--- src/rtl/tspi_ctrl.sv ---
// tspi_ctrl: transfer sequencer for the ternary serial link.
// Shifts a TRITS-trit word out MSB-trit first on O_mosi and captures the
// same number of trits from I_miso. The select and shift clock on O_sck
// are generated here from a CLKDIV-cycle half-period divider.
// Each 2-bit trit is coded 00 = 0, 01 = +1, 10 = -1, 11 = invalid.
// Optional build macro TSPI_CHECK_EN: an invalid captured trit is stored
// as 00 and raises the sticky O_err flag. Without the macro, captured
// trits are stored raw and O_err is tied low.
//
// state  | meaning
// -------+------------------------------------------------------------
// IDLE   | waiting for I_start; outputs quiet
// SETUP  | select asserted, first trit presented, clock low
// HIGH   | shift clock high; I_miso was captured on entry
// LOW    | shift clock low; next trit presented (last trit held)
// DONE   | one-cycle completion pulse, then back to IDLE
module tspi_ctrl #(
    parameter int TRITS  = 3,
    parameter int CLKDIV = 1
) (
    input  logic               I_clk,
    input  logic               I_rst,
    input  logic               I_start,
    input  logic [2*TRITS-1:0] I_tx_data,
    output logic               O_busy,
    output logic               O_done,
    output logic [2*TRITS-1:0] O_rx_data,
    output logic [1:0]         O_mosi,
    input  logic [1:0]         I_miso,
    output logic [1:0]         O_sck,
    output logic               O_err
);

    localparam int W     = 2 * TRITS;
    localparam int DIV_W = (CLKDIV > 1) ? $clog2(CLKDIV) : 1;
    localparam int CNT_W = (TRITS > 0) ? $clog2(TRITS + 1) : 1;

    localparam logic [DIV_W-1:0] DIV_LAST  = DIV_W'(CLKDIV - 1);
    localparam logic [CNT_W-1:0] CNT_LOAD  = CNT_W'(TRITS);
    localparam logic [CNT_W-1:0] CNT_FINAL = CNT_W'(1);

    typedef enum logic [2:0] {
        ST_IDLE  = 3'd0,
        ST_SETUP = 3'd1,
        ST_HIGH  = 3'd2,
        ST_LOW   = 3'd3,
        ST_DONE  = 3'd4
    } state_t;

    state_t           state_q, state_d;
    logic [DIV_W-1:0] div_q, div_d;
    logic [CNT_W-1:0] cnt_q, cnt_d;
    logic [W-1:0]     tx_q, tx_d;
    logic [W-1:0]     rx_q, rx_d;

    logic             phase_end;
    logic             capture;
    logic             start_clr;
    logic [1:0]       cap_trit;

    assign phase_end = (div_q == DIV_LAST);

`ifdef TSPI_CHECK_EN
    logic err_q, err_d;
    logic miso_bad;

    assign miso_bad = (I_miso == 2'b11);
    assign cap_trit = miso_bad ? 2'b00 : I_miso;

    // Sticky invalid-trit flag, cleared when a new transfer is accepted.
    always_comb begin
        err_d = err_q;
        if (start_clr) begin
            err_d = 1'b0;
        end else if (capture && miso_bad) begin
            err_d = 1'b1;
        end
    end

    // Error flag register.
    always_ff @(posedge I_clk or negedge I_rst) begin
        if (!I_rst) begin
            err_q <= 1'b0;
        end else begin
            err_q <= err_d;
        end
    end

    assign O_err = err_q;
`else
    assign cap_trit = I_miso;
    assign O_err    = 1'b0;
`endif

    // Sequencer state, divider, trit counter and shift registers.
    always_ff @(posedge I_clk or negedge I_rst) begin
        if (!I_rst) begin
            state_q <= ST_IDLE;
            div_q   <= '0;
            cnt_q   <= '0;
            tx_q    <= '0;
            rx_q    <= '0;
        end else begin
            state_q <= state_d;
            div_q   <= div_d;
            cnt_q   <= cnt_d;
            tx_q    <= tx_d;
            rx_q    <= rx_d;
        end
    end

    // Next-state logic; capture happens on every edge that enters HIGH.
    always_comb begin
        state_d   = state_q;
        div_d     = div_q;
        cnt_d     = cnt_q;
        tx_d      = tx_q;
        rx_d      = rx_q;
        capture   = 1'b0;
        start_clr = 1'b0;

        case (state_q)
            ST_IDLE: begin
                div_d = '0;
                if (I_start) begin
                    start_clr = 1'b1;
                    tx_d      = I_tx_data;
                    rx_d      = '0;
                    cnt_d     = CNT_LOAD;
                    state_d   = ST_SETUP;
                end
            end
            ST_SETUP: begin
                if (phase_end) begin
                    div_d   = '0;
                    capture = 1'b1;
                    state_d = ST_HIGH;
                end else begin
                    div_d = div_q + 1'b1;
                end
            end
            ST_HIGH: begin
                if (phase_end) begin
                    div_d   = '0;
                    state_d = ST_LOW;
                    // The final LOW keeps the last trit on the lane.
                    if (cnt_q != CNT_FINAL) begin
                        tx_d = tx_q << 2;
                    end
                end else begin
                    div_d = div_q + 1'b1;
                end
            end
            ST_LOW: begin
                if (phase_end) begin
                    div_d = '0;
                    if (cnt_q == CNT_FINAL) begin
                        state_d = ST_DONE;
                    end else begin
                        cnt_d   = cnt_q - 1'b1;
                        capture = 1'b1;
                        state_d = ST_HIGH;
                    end
                end else begin
                    div_d = div_q + 1'b1;
                end
            end
            ST_DONE: begin
                div_d   = '0;
                cnt_d   = '0;
                state_d = ST_IDLE;
            end
            default: begin
                state_d = ST_IDLE;
            end
        endcase

        if (capture) begin
            rx_d = W'({rx_q, cap_trit});
        end
    end

    // Link and handshake outputs decoded from the current state.
    always_comb begin
        O_busy = 1'b1;
        O_done = 1'b0;
        O_sck  = 2'b00;
        O_mosi = 2'b00;
        case (state_q)
            ST_IDLE: begin
                O_busy = 1'b0;
            end
            ST_SETUP, ST_LOW: begin
                O_sck  = 2'b10;
                O_mosi = tx_q[W-1 -: 2];
            end
            ST_HIGH: begin
                O_sck  = 2'b11;
                O_mosi = tx_q[W-1 -: 2];
            end
            ST_DONE: begin
                O_done = 1'b1;
            end
            default: begin
                O_busy = 1'b0;
            end
        endcase
    end

    assign O_rx_data = rx_q;

endmodule

--- config.mk ---
export PLATFORM = sky130hd
export DESIGN_NAME = tspi_ctrl
export DESIGN_NICKNAME = d
export VERILOG_FILES = /design/src/rtl/tspi_ctrl.sv
export SDC_FILE = /design/constraint.sdc
export NUM_CORES = 1
export LEC_CHECK = 0
export ABC_AREA = 1
export BUFFER_PORTS_ARGS = -buffer_cell sky130_fd_sc_hd__buf_2
export CORE_MARGIN = 4
export CORE_UTILIZATION = 54
export DETAILED_ROUTE_END_ITERATION = 8
export GPL_ROUTABILITY_DRIVEN = 0
export MAX_ROUTING_LAYER = met4
export PLACE_DENSITY = 0.8
export SLEW_MARGIN = 0
export SYNTH_ARGS = -nofsm -noshare
export SYNTH_HDL_FRONTEND = slang
export SYNTH_SLANG_ARGS = --single-unit
--- constraint.sdc ---
create_clock -name I_clk -period 1.79 [get_ports I_clk]
set_input_delay 0.179 -clock I_clk [delete_from_list [all_inputs] [get_ports I_clk]]
set_output_delay 0.179 -clock I_clk [all_outputs]
set_load 0.02 [all_outputs]
==> results of run 1 <==
-- routing by layer --
layer / GRT usage (%) / vias to the layer above
met4: 5.38 / 0
met1: 20.4 / 361
li1: - / 411
met5: - / -
met2: 26.4 / 22
met3: 3.06 / 4
-- sequential cells by signal (all words and copies together) (netlist names) --
signal and count:
O_rx_data 6, tx_q 6, state_q 3, cnt_q 2
-- logic make-up (layout without fill, tap and decap cells) --
kind of cell,Yosys count,after routing,synth area share (%)
AOI/OAI and AO/OA,8,8,4.67
buffers and inverters,20,45,9.34
DFF,17,17,46.7
adders and majority gates,1,1,1.37
other,1,1,0.412
and+or+nand+nor,66,66,37.5
-- Yosys cell counts --
cell type  instances  area share, %
inv_1             15            6.2
conb_1             1           0.41
inv_2              2           0.82
nand2_1           37             15
nand3b_1           2            1.6
o21ai_0            6            3.3
inv_4              1           0.69
nor2_1             3            1.2
nand3_2            1            1.1
nand2_2            2            1.4
buf_4              2            1.6
ha_1               1            1.4
o22ai_1            2            1.4
dfrtp_1           17             47
nand3_4            1            1.9
nand2_4            3            3.7
nor2_4             2            2.5
nand4_1            4            2.7
nand3_1           11            6.0
-- final cells by class --
cell class	count	area, um^2	area share, %
flip-flops and latches	17	425	40.0
multi-input cells	76	400	37.6
repair buffers	23	120	11.3
inverters	18	70.1	6.59
clock buffers	3	22.5	2.12
well taps	16	20.0	1.88
clock inverters	1	5.00	0.471
-- what timing repair did --
item                       4_1_cts  5_1_grt
hold endpoints to repair        17        0
setup endpoints to repair        0        0
setup buffers                    0        0
hold buffers                     1        0
-- metrics by stage --
stage / instance area (um^2) / utilization [%] / hold WS [ns] / std cells
after floorplan: 911 / - / -0.117 / 113
after global placement: 1030 / 66.6 / 0.115 / 149
after detailed placement: 1030 / 66.6 / 0.120 / 149
after CTS: 1060 / 69.0 / 0.115 / 154
after global routing: 1060 / 69.0 / 0.136 / 154
final: 1060 / 69.0 / 0.118 / 154
-- placed cells by master (no fill, tap or decap) --
| cell | synthesis | final |
|---|---|---|
| nor2_1 | 3 | 3 |
| clkbuf_4 | 0 | 3 |
| nand2_1 | 37 | 37 |
| nand2_2 | 2 | 2 |
| inv_2 | 2 | 2 |
| nand3_4 | 1 | 1 |
| inv_4 | 1 | 1 |
| dfrtp_1 | 17 | 17 |
| nand2_4 | 3 | 3 |
| o21ai_0 | 6 | 6 |
| nand3_2 | 1 | 1 |
| clkinv_2 | 0 | 1 |
| conb_1 | 1 | 1 |
| o22ai_1 | 2 | 2 |
| nand3b_1 | 2 | 2 |
| ha_1 | 1 | 1 |
| nand3_1 | 11 | 11 |
| dlygate4sd3_1 | 0 | 1 |
| nor2_4 | 2 | 2 |
| nand4_1 | 4 | 4 |
| inv_1 | 15 | 15 |
| buf_2 | 0 | 22 |
-- critical path, stage by stage (launching register included) --
cell and delay, ns:
dfrtp_1 0.53, nor2_4 0.17, inv_1 0.07, nand2_1 0.11, nand2_1 0.05, buf_2 0.15
-- power breakdown --
part | leakage, nW | switching [mW] | internal [mW]
Clock | 0.0177 | 0.117 | 0.0830
Sequential | 0.214 | 0.137 | 0.565
Combinational | 0.408 | 0.812 | 0.408
Total | 0.639 | 1.07 | 1.06
-- worst min-delay path by stage --
stage               startpoint  slack (ns)           end  cells after the start
floorplan                I_rst       -0.12  O_rx_data[0]                      0
finish               I_miso[1]        0.12  O_rx_data[1]                      3
global placement         I_rst        0.12  O_rx_data[4]                      1
global route         I_miso[0]        0.14  O_rx_data[0]                      3
detailed placement       I_rst        0.12  O_rx_data[2]                      1
CTS                  I_miso[0]        0.12  O_rx_data[0]                      3
==> flow_summary.yaml, run 1 <==
clocking:
  clk_pin_slew_ns: 0.10
  cts_tree: "built"
  cts_made_buffers: 3
  clock-sinks: 17
  htree_num_levels: 1
  root_buffer: "clkbuf_4"
  clk_latency_ns: 0.29
  clock_path_buffers: 2
  ctsResizeCount: 0
detailed_routing:
  wl_met2_um: 909
  routed-via-count: 798
  drt-initial-drc-count: 12
  routed_wl_mm: 1.78
  antenna_left: 0
  viasPerCell: 5.18
  wl_per_cell_um: 11.6
  met3_length_um: 82
  wl_met1_um: 765
  drt_pass1_iterations: 4
  post-route-drc-count: 0
  dr.max_layer_used: "met4"
floorplan:
  die_x_um: 49.1
  coreArea_um2: 1540
  initial_core_util_pct: 59.1
  fp-row-count: 14
  pin_count: 24
  fp.dieH_um: 49.1
  die_area_um2: 2410
timing:
  setup_viol: 0
  finalCritPeriodShare_pct: 87.0
  rsz0062_at_grt: "false"
  fin_skew_ns: 0.0126
  clock.fmax_mhz: 642
  hold_viol: 0
  period_needed_ns: 1.56
  setup_ws_ns: 0.233
  slew_violations: 0
  finalSetupTns_ns: 0
synthesis:
  synth_area_per_cell_um2: 8.06
  synth.cell_area_um2: 911
  ys_seq_elements: 17
  synth_cell_types: 19
  syn_inst: 113
  syn-num-nets: 125
  ys_warn_count: 0
  ys_seq_area_share_pct: 46.7
layout:
  antenna_cells: 0
  drive_above_1_share_pct: 27.5
  fill_cells: 134
  area_growth_pct: 16.8
  final_nets: 151
critical_path:
  worstPathArrival_ns: 1.38
  rr_endpoint: "tx_q[2]"
  start_kind: "flip-flop"
  worst_r2r_path_depth: 6
  r2r-start: "state_q[1]"
  critical_path_class: "reg -> out"
  critPathMaxFanout: 8
  crit_path_end_kind: "output port"
  worstSetupStartpoint: "state_q[1]"
  r2r_setup_slack_ns: 0.46
  worstSetupEndpoint: "O_busy"
  required_ns: 1.61
placed_design:
  place.port_buffers: 22
  pre_cts_ws_ns: 0.486
  dp_hpwl_mm: 1.39
global_route:
  antenna_found_initial: 0
  grt.overflow.total: 0
  grt_max_degree: 18
  grt_pass1_vias: 693
  grt_pass1_wl_mm: 3.04
  grt_util_all_layers_pct: 16.3
power_and_ir_drop:
  leakage_nw: 0.639
  vdd_drop_max_uv: 987
  powerDensity_nw_per_um2: 1990
  total_power_mw: 2.12
hold_path:
  hold_path.class: "in -> reg"
outcome:
  status: "completed"
flow_run:
  cap_viol_max_count: 0
(Power assumes the default switching activity.)
==> inputs of run 2 (changes only) <==
--- a/config.mk
+++ b/config.mk
@@ -13,6 +13,7 @@
 export GPL_ROUTABILITY_DRIVEN = 0
 export MAX_ROUTING_LAYER = met4
 export PLACE_DENSITY = 0.8
+export SETUP_SLACK_MARGIN = 0.3
 export SLEW_MARGIN = 0
 export SYNTH_ARGS = -nofsm -noshare
 export SYNTH_HDL_FRONTEND = slang
==> run 2 against run 1 <==
Die area unchanged. Setup slack better by 0.14 ns. Total power up 6.0%. Routed wire length up 4.9%. Critical path depth unchanged. Flip-flop and latch count unchanged. Worst hold slack better by 0.0046 ns. Clock power down 2%. Design area up 4.2%. Non-clock buffer count up 5. Sequential power down 1%. Clock-buffer cell count unchanged. Critical path type unchanged. Largest cell class unchanged.
==> flow_summary.yaml, run 2 (synthesized netlist as in run 1, its figures left out) <==
timing:
  finalCritPeriodShare_pct: 79.3
  rsz0062_at_grt: "false"
  setup_viol: 0
  hold_viol: 0
  finalSetupTns_ns: 0
  fin_skew_ns: 0.0147
  clock.fmax_mhz: 704
  slew_violations: 0
  whs_ns: 0.123
  period_needed_ns: 1.42
global_route:
  antenna_found_initial: 0
  grt.overflow.total: 0
  grt_pass1_wl_mm: 3.12
  grt_pass1_vias: 719
  grt_util_all_layers_pct: 16.5
  grt_max_degree: 18
placed_design:
  place_area_um2: 1030
  dp_hpwl_mm: 1.39
  place.port_buffers: 22
critical_path:
  crit_path_end_kind: "output port"
  r2r-start: "state_q[1]"
  critical_path_class: "reg -> out"
  worstPathArrival_ns: 1.24
  worstSetupStartpoint: "state_q[1]"
  required_ns: 1.61
  start_kind: "flip-flop"
  critPathMaxFanout: 4
detailed_routing:
  routed-via-count: 803
  viasPerCell: 5.05
  antenna_left: 0
  wl_per_cell_um: 11.8
  routed_wl_mm: 1.87
  drt_pass1_iterations: 4
  drt-initial-drc-count: 9
  post-route-drc-count: 0
flow_run:
  cap_viol_max_count: 0
power_and_ir_drop:
  power_switching_mw: 1.10
  vdd_drop_max_uv: 1020
  internal-power_mw: 1.15
  pwr-share-comb_pct: 60.4
  p_clk_share_pct: 8.7
  powerDensity_nw_per_um2: 2030
  swShare_pct: 49.0
  p_seq_share_pct: 30.8
  leakage_nw: 0.661
layout:
  fill_cells: 126
  layout_commonest_cell: "nand2_1"
  drive_above_1_share_pct: 32.9
  fin_util_pct: 71.9
  fin_area_um2: 1110
  area_growth_pct: 21.7
  antenna_cells: 0
  final_nets: 156
  layout_common_cells: "nand2_1, buf_2, dfrtp_1, inv_1, nand3_1"
floorplan:
  coreArea_um2: 1540
  initial_core_util_pct: 59.1
  fp.dieH_um: 49.1
  die_x_um: 49.1
  pin_count: 24
  die_area_um2: 2410
  fp-row-count: 14
clocking:
  clk_latency_ns: 0.28
  clock_path_buffers: 2
  clk_pin_slew_ns: 0.10
  cts_tree: "built"
  htree_num_levels: 1
  cts_made_buffers: 3
  root_buffer: "clkbuf_4"
  clock-sinks: 17
hold_path:
  hold_path_startpoint: "I_miso[1]"
  hold_path.class: "in -> reg"
outcome:
  status: "completed"
-- run 2: cell types whose count changed in the layout (fill, tap and decap cells not counted) --
| cell | before | now |
|---|---|---|
| buf_4 | 0 | 6 |
| dfrtp_1 | 17 | 15 |
| dfrtp_2 | 0 | 2 |
| buf_2 | 22 | 21 |
| inv_1 | 15 | 14 |
| inv_2 | 2 | 3 |
| nand2_1 | 37 | 36 |
| nand2_2 | 2 | 3 |
-- run 2: layer usage --
layer,routed length (um),up-vias,track usage (%)
li1,-,416,-
met1,856,373,20.5
met2,938,12,27.7
met3,62,2,2.14
met4,14,0,5.38
met5,0,-,-
-- run 2: critical path, stage by stage, from the launching register on --
cell	delay, ns
dfrtp_2	0.47
nor2_4	0.15
inv_2	0.05
nand2_2	0.08
nand2_1	0.05
buf_4	0.15
-- run 2: power by group through the flow --
stage	logic, mW	clock network (mW)	registers, mW
after global placement	1.19	0	0.704
after detailed placement	1.23	0	0.711
after CTS	1.30	0.206	0.691
after global routing	1.51	0.224	0.715
final	1.36	0.196	0.693
after floorplan	0.900	0	0.734
-- run 2: area by class of cell --
class                           instances  area, um^2  area share, %
Sequential cell                        17         428           38.6
Multi-Input combinational cell         76         403           36.3
Timing Repair Buffer                   28         160           14.4
Inverter                               18        70.1           6.32
Clock buffer                            3        22.5           2.03
Tap cell                               16        20.0           1.81
Clock inverter                          1        5.00          0.451
-- run 2: worst paths after layout --
path                           endpoint  slack [ns]  depth (start not counted)
max                              O_busy        0.37                          5
min                        O_rx_data[1]        0.12                          3
max reg2reg                     tx_q[2]        0.43                          7
min reg2reg                     tx_q[1]        0.49                          2
max in group asynchronous    state_q[2]        1.12                          2
min in group asynchronous  O_rx_data[2]        0.36                          2
-- run 2: repair_timing --
item / 4_1_cts / 5_1_grt
endpoints found under the setup margin: 6 / 5
pin swaps: 0 / 2
hold endpoints to repair: 17 / 0
resized for setup: 2 / 3
hold buffers: 1 / 0
buffers inserted: 3 / 2
-- run 2: stage by stage --
stage	power [mW]	worst slack, ns	std cells
CTS	2.20	0.313	157
finish	2.25	0.370	159
global placement	1.90	0.509	149
global route	2.45	0.297	159
detailed placement	1.94	0.486	149
floorplan	1.63	0.628	113
==> inputs of run 3 (changes only) <==
--- a/config.mk
+++ b/config.mk
@@ -8,11 +8,11 @@
 export ABC_AREA = 1
 export BUFFER_PORTS_ARGS = -buffer_cell sky130_fd_sc_hd__buf_2
 export CORE_MARGIN = 4
-export CORE_UTILIZATION = 54
+export CORE_UTILIZATION = 50
 export DETAILED_ROUTE_END_ITERATION = 8
 export GPL_ROUTABILITY_DRIVEN = 0
 export MAX_ROUTING_LAYER = met4
-export PLACE_DENSITY = 0.8
+export PLACE_DENSITY = 0.75
 export SETUP_SLACK_MARGIN = 0.3
 export SLEW_MARGIN = 0
 export SYNTH_ARGS = -nofsm -noshare
==> constraint.sdc (replaced) <==
create_clock -name I_clk -period 1.4 [get_ports I_clk]
set_input_delay 0.14 -clock I_clk [delete_from_list [all_inputs] [get_ports I_clk]]
set_output_delay 0.14 -clock I_clk [all_outputs]
set_load 0.02 [all_outputs]
==> run 3 against run 2 <==
Via count rose by 9.0%. Worst hold slack got worse by 0.032 ns. Routed wire length increased by 19%. Core utilization rose by 1.1 points. Clock power grew 37%. Combinational power rose by 64%. Flip-flop and latch count did not move. Critical endpoint is now O_mosi[1]. Largest cell class is now multi-input combinational cells. Highest routed layer unchanged.
==> flow_summary.yaml, run 3 (synthesized netlist as in run 1, its figures left out) <==
clocking:
  clock_path_buffers: 2
  cts_tree: "built"
  htree_num_levels: 1
  cts_made_buffers: 3
  clk_pin_slew_ns: 0.10
  root_buffer: "clkbuf_4"
  clk_latency_ns: 0.30
  clock-sinks: 17
power_and_ir_drop:
  swShare_pct: 48.2
  vdd_drop_max_uv: 1750
  leakage_nw: 0.711
  power_switching_mw: 1.62
  internal-power_mw: 1.74
  pwr-share-comb_pct: 66.2
  p_seq_share_pct: 25.9
  powerDensity_nw_per_um2: 2670
  total_power_mw: 3.37
  p_clk_share_pct: 8.0
floorplan:
  pin_count: 24
  initial_core_util_pct: 52.8
  die_x_um: 50.7
  fp.dieH_um: 50.7
  coreArea_um2: 1730
  die_area_um2: 2570
  fp-row-count: 15
placed_design:
  pre_cts_ws_ns: 0.116
  dp_hpwl_mm: 1.43
  place_area_um2: 1050
  dpl.cell_count: 158
  place.port_buffers: 22
layout:
  fin_cells: 174
  fin_area_um2: 1260
  antenna_cells: 0
  layout_common_cells: "nand2_1, buf_2, dfrtp_1, inv_1, buf_4"
  area_growth_pct: 38.3
  drive_above_1_share_pct: 41.6
  layout_commonest_cell: "nand2_1"
  final_nets: 162
critical_path:
  r2r-start: "state_q[0]"
  required_ns: 1.26
  worst_r2r_path_depth: 9
  r2r_setup_slack_ns: 0.07
  crit_path_max_incr_delay_ns: 0.41
  critPathMaxFanout: 4
  start_kind: "flip-flop"
  crit_slowest_cell: "dfrtp_1"
  critical_path_class: "reg -> out"
  worstPathCellList: "nor2_4, inv_2, nand2_4, nor2_1, buf_2"
  worstPathArrival_ns: 1.19
  worstSetupStartpoint: "state_q[0]"
  crit_path_end_kind: "output port"
timing:
  setup_viol: 0
  slew_violations: 0
  fin_skew_ns: 0.00528
  clock.fmax_mhz: 749
  period_needed_ns: 1.33
  finalCritPeriodShare_pct: 95.3
  setup_ws_ns: 0.0654
  hold_viol: 0
  rsz0062_at_grt: "true"
global_route:
  grt.overflow.total: 0
  grt_util_all_layers_pct: 20.6
  antenna_found_initial: 0
  grt_pass1_vias: 831
  grt_pass1_wl_mm: 3.82
  grt_max_degree: 18
hold_path:
  hold_path_startpoint: "I_miso[1]"
  hold_path.class: "in -> reg"
  hold_depth: 3
detailed_routing:
  viasPerCell: 5.03
  drt-initial-drc-count: 14
  post-route-drc-count: 0
  drt_pass1_iterations: 4
  antenna_left: 0
  routed-via-count: 875
  routed_wl_mm: 2.23
  wl_per_cell_um: 12.8
outcome:
  status: "completed"
flow_run:
  cap_viol_max_count: 0
==> run 3: changes by cell type in the layout (fill, tap and decap cells not counted), sizes merged <==
| cell | previous run | this run |
|---|---|---|
| buf | 27 | 33 |
| clkbuf | 3 | 4 |
| clkinv | 1 | 0 |
==> run 3: layout make-up <==
cell class                      instances  area, um^2
Multi-Input combinational cell         76         459
Timing Repair Buffer                   34         238
Clock buffer                            4        26.3
Inverter                               18        77.6
Sequential cell                        17         428
Fill cell                             133         467
Tap cell                               25        31.3
==> run 3: critical path: cells and delay by family, from the launching register on <==
family        cells  cell delay, ns
buf+inv           2            0.22
flops             1            0.41
simple gates      3            0.27
==> run 3: final timing paths <==
check,to
max,O_mosi[1]
max in group asynchronous,state_q[1]
min,O_rx_data[1]
max reg2reg,cnt_q[1]
min reg2reg,tx_q[0]
min in group asynchronous,cnt_q[0]
==> run 3: stage by stage <==
stage	util, %	TNS [ns]	hold WS, ns
after floorplan	-	0	-0.156
after global placement	60.7	0	0.0822
after detailed placement	60.7	0	0.0869
after CTS	71.1	0	0.0944
after global routing	73.0	-0.00268	0.118
final	73.0	0	0.0909
==> run 3: layer usage <==
metal  GRT usage [%]  part of all wire [%]  wire [um]  vias to the layer above
li1                -                     -          -                      430
met1            26.5                    41        923                      413
met2            32.4                    52       1160                       27
met3            2.67                   4.7        105                        5
met4            9.42                   2.0         45                        0
met5               -                     0          0                        -
==> run 3: timing repair <==
action	in CTS	in global routing
gates resized for setup	20	11
hold endpoints to repair	17	0
hold buffers	1	0
buffers inserted	11	0
setup endpoints to repair	20	23
pin swaps	2	4
==> run 3: power groups by stage <==
stage / clock (mW) / combinational [mW] / sequential [mW]
global placement: 0 / 1.56 / 0.904
finish: 0.268 / 2.23 / 0.871
CTS: 0.276 / 2.12 / 0.864
global route: 0.295 / 2.46 / 0.899
floorplan: 0 / 1.18 / 0.938
detailed placement: 0 / 1.61 / 0.911
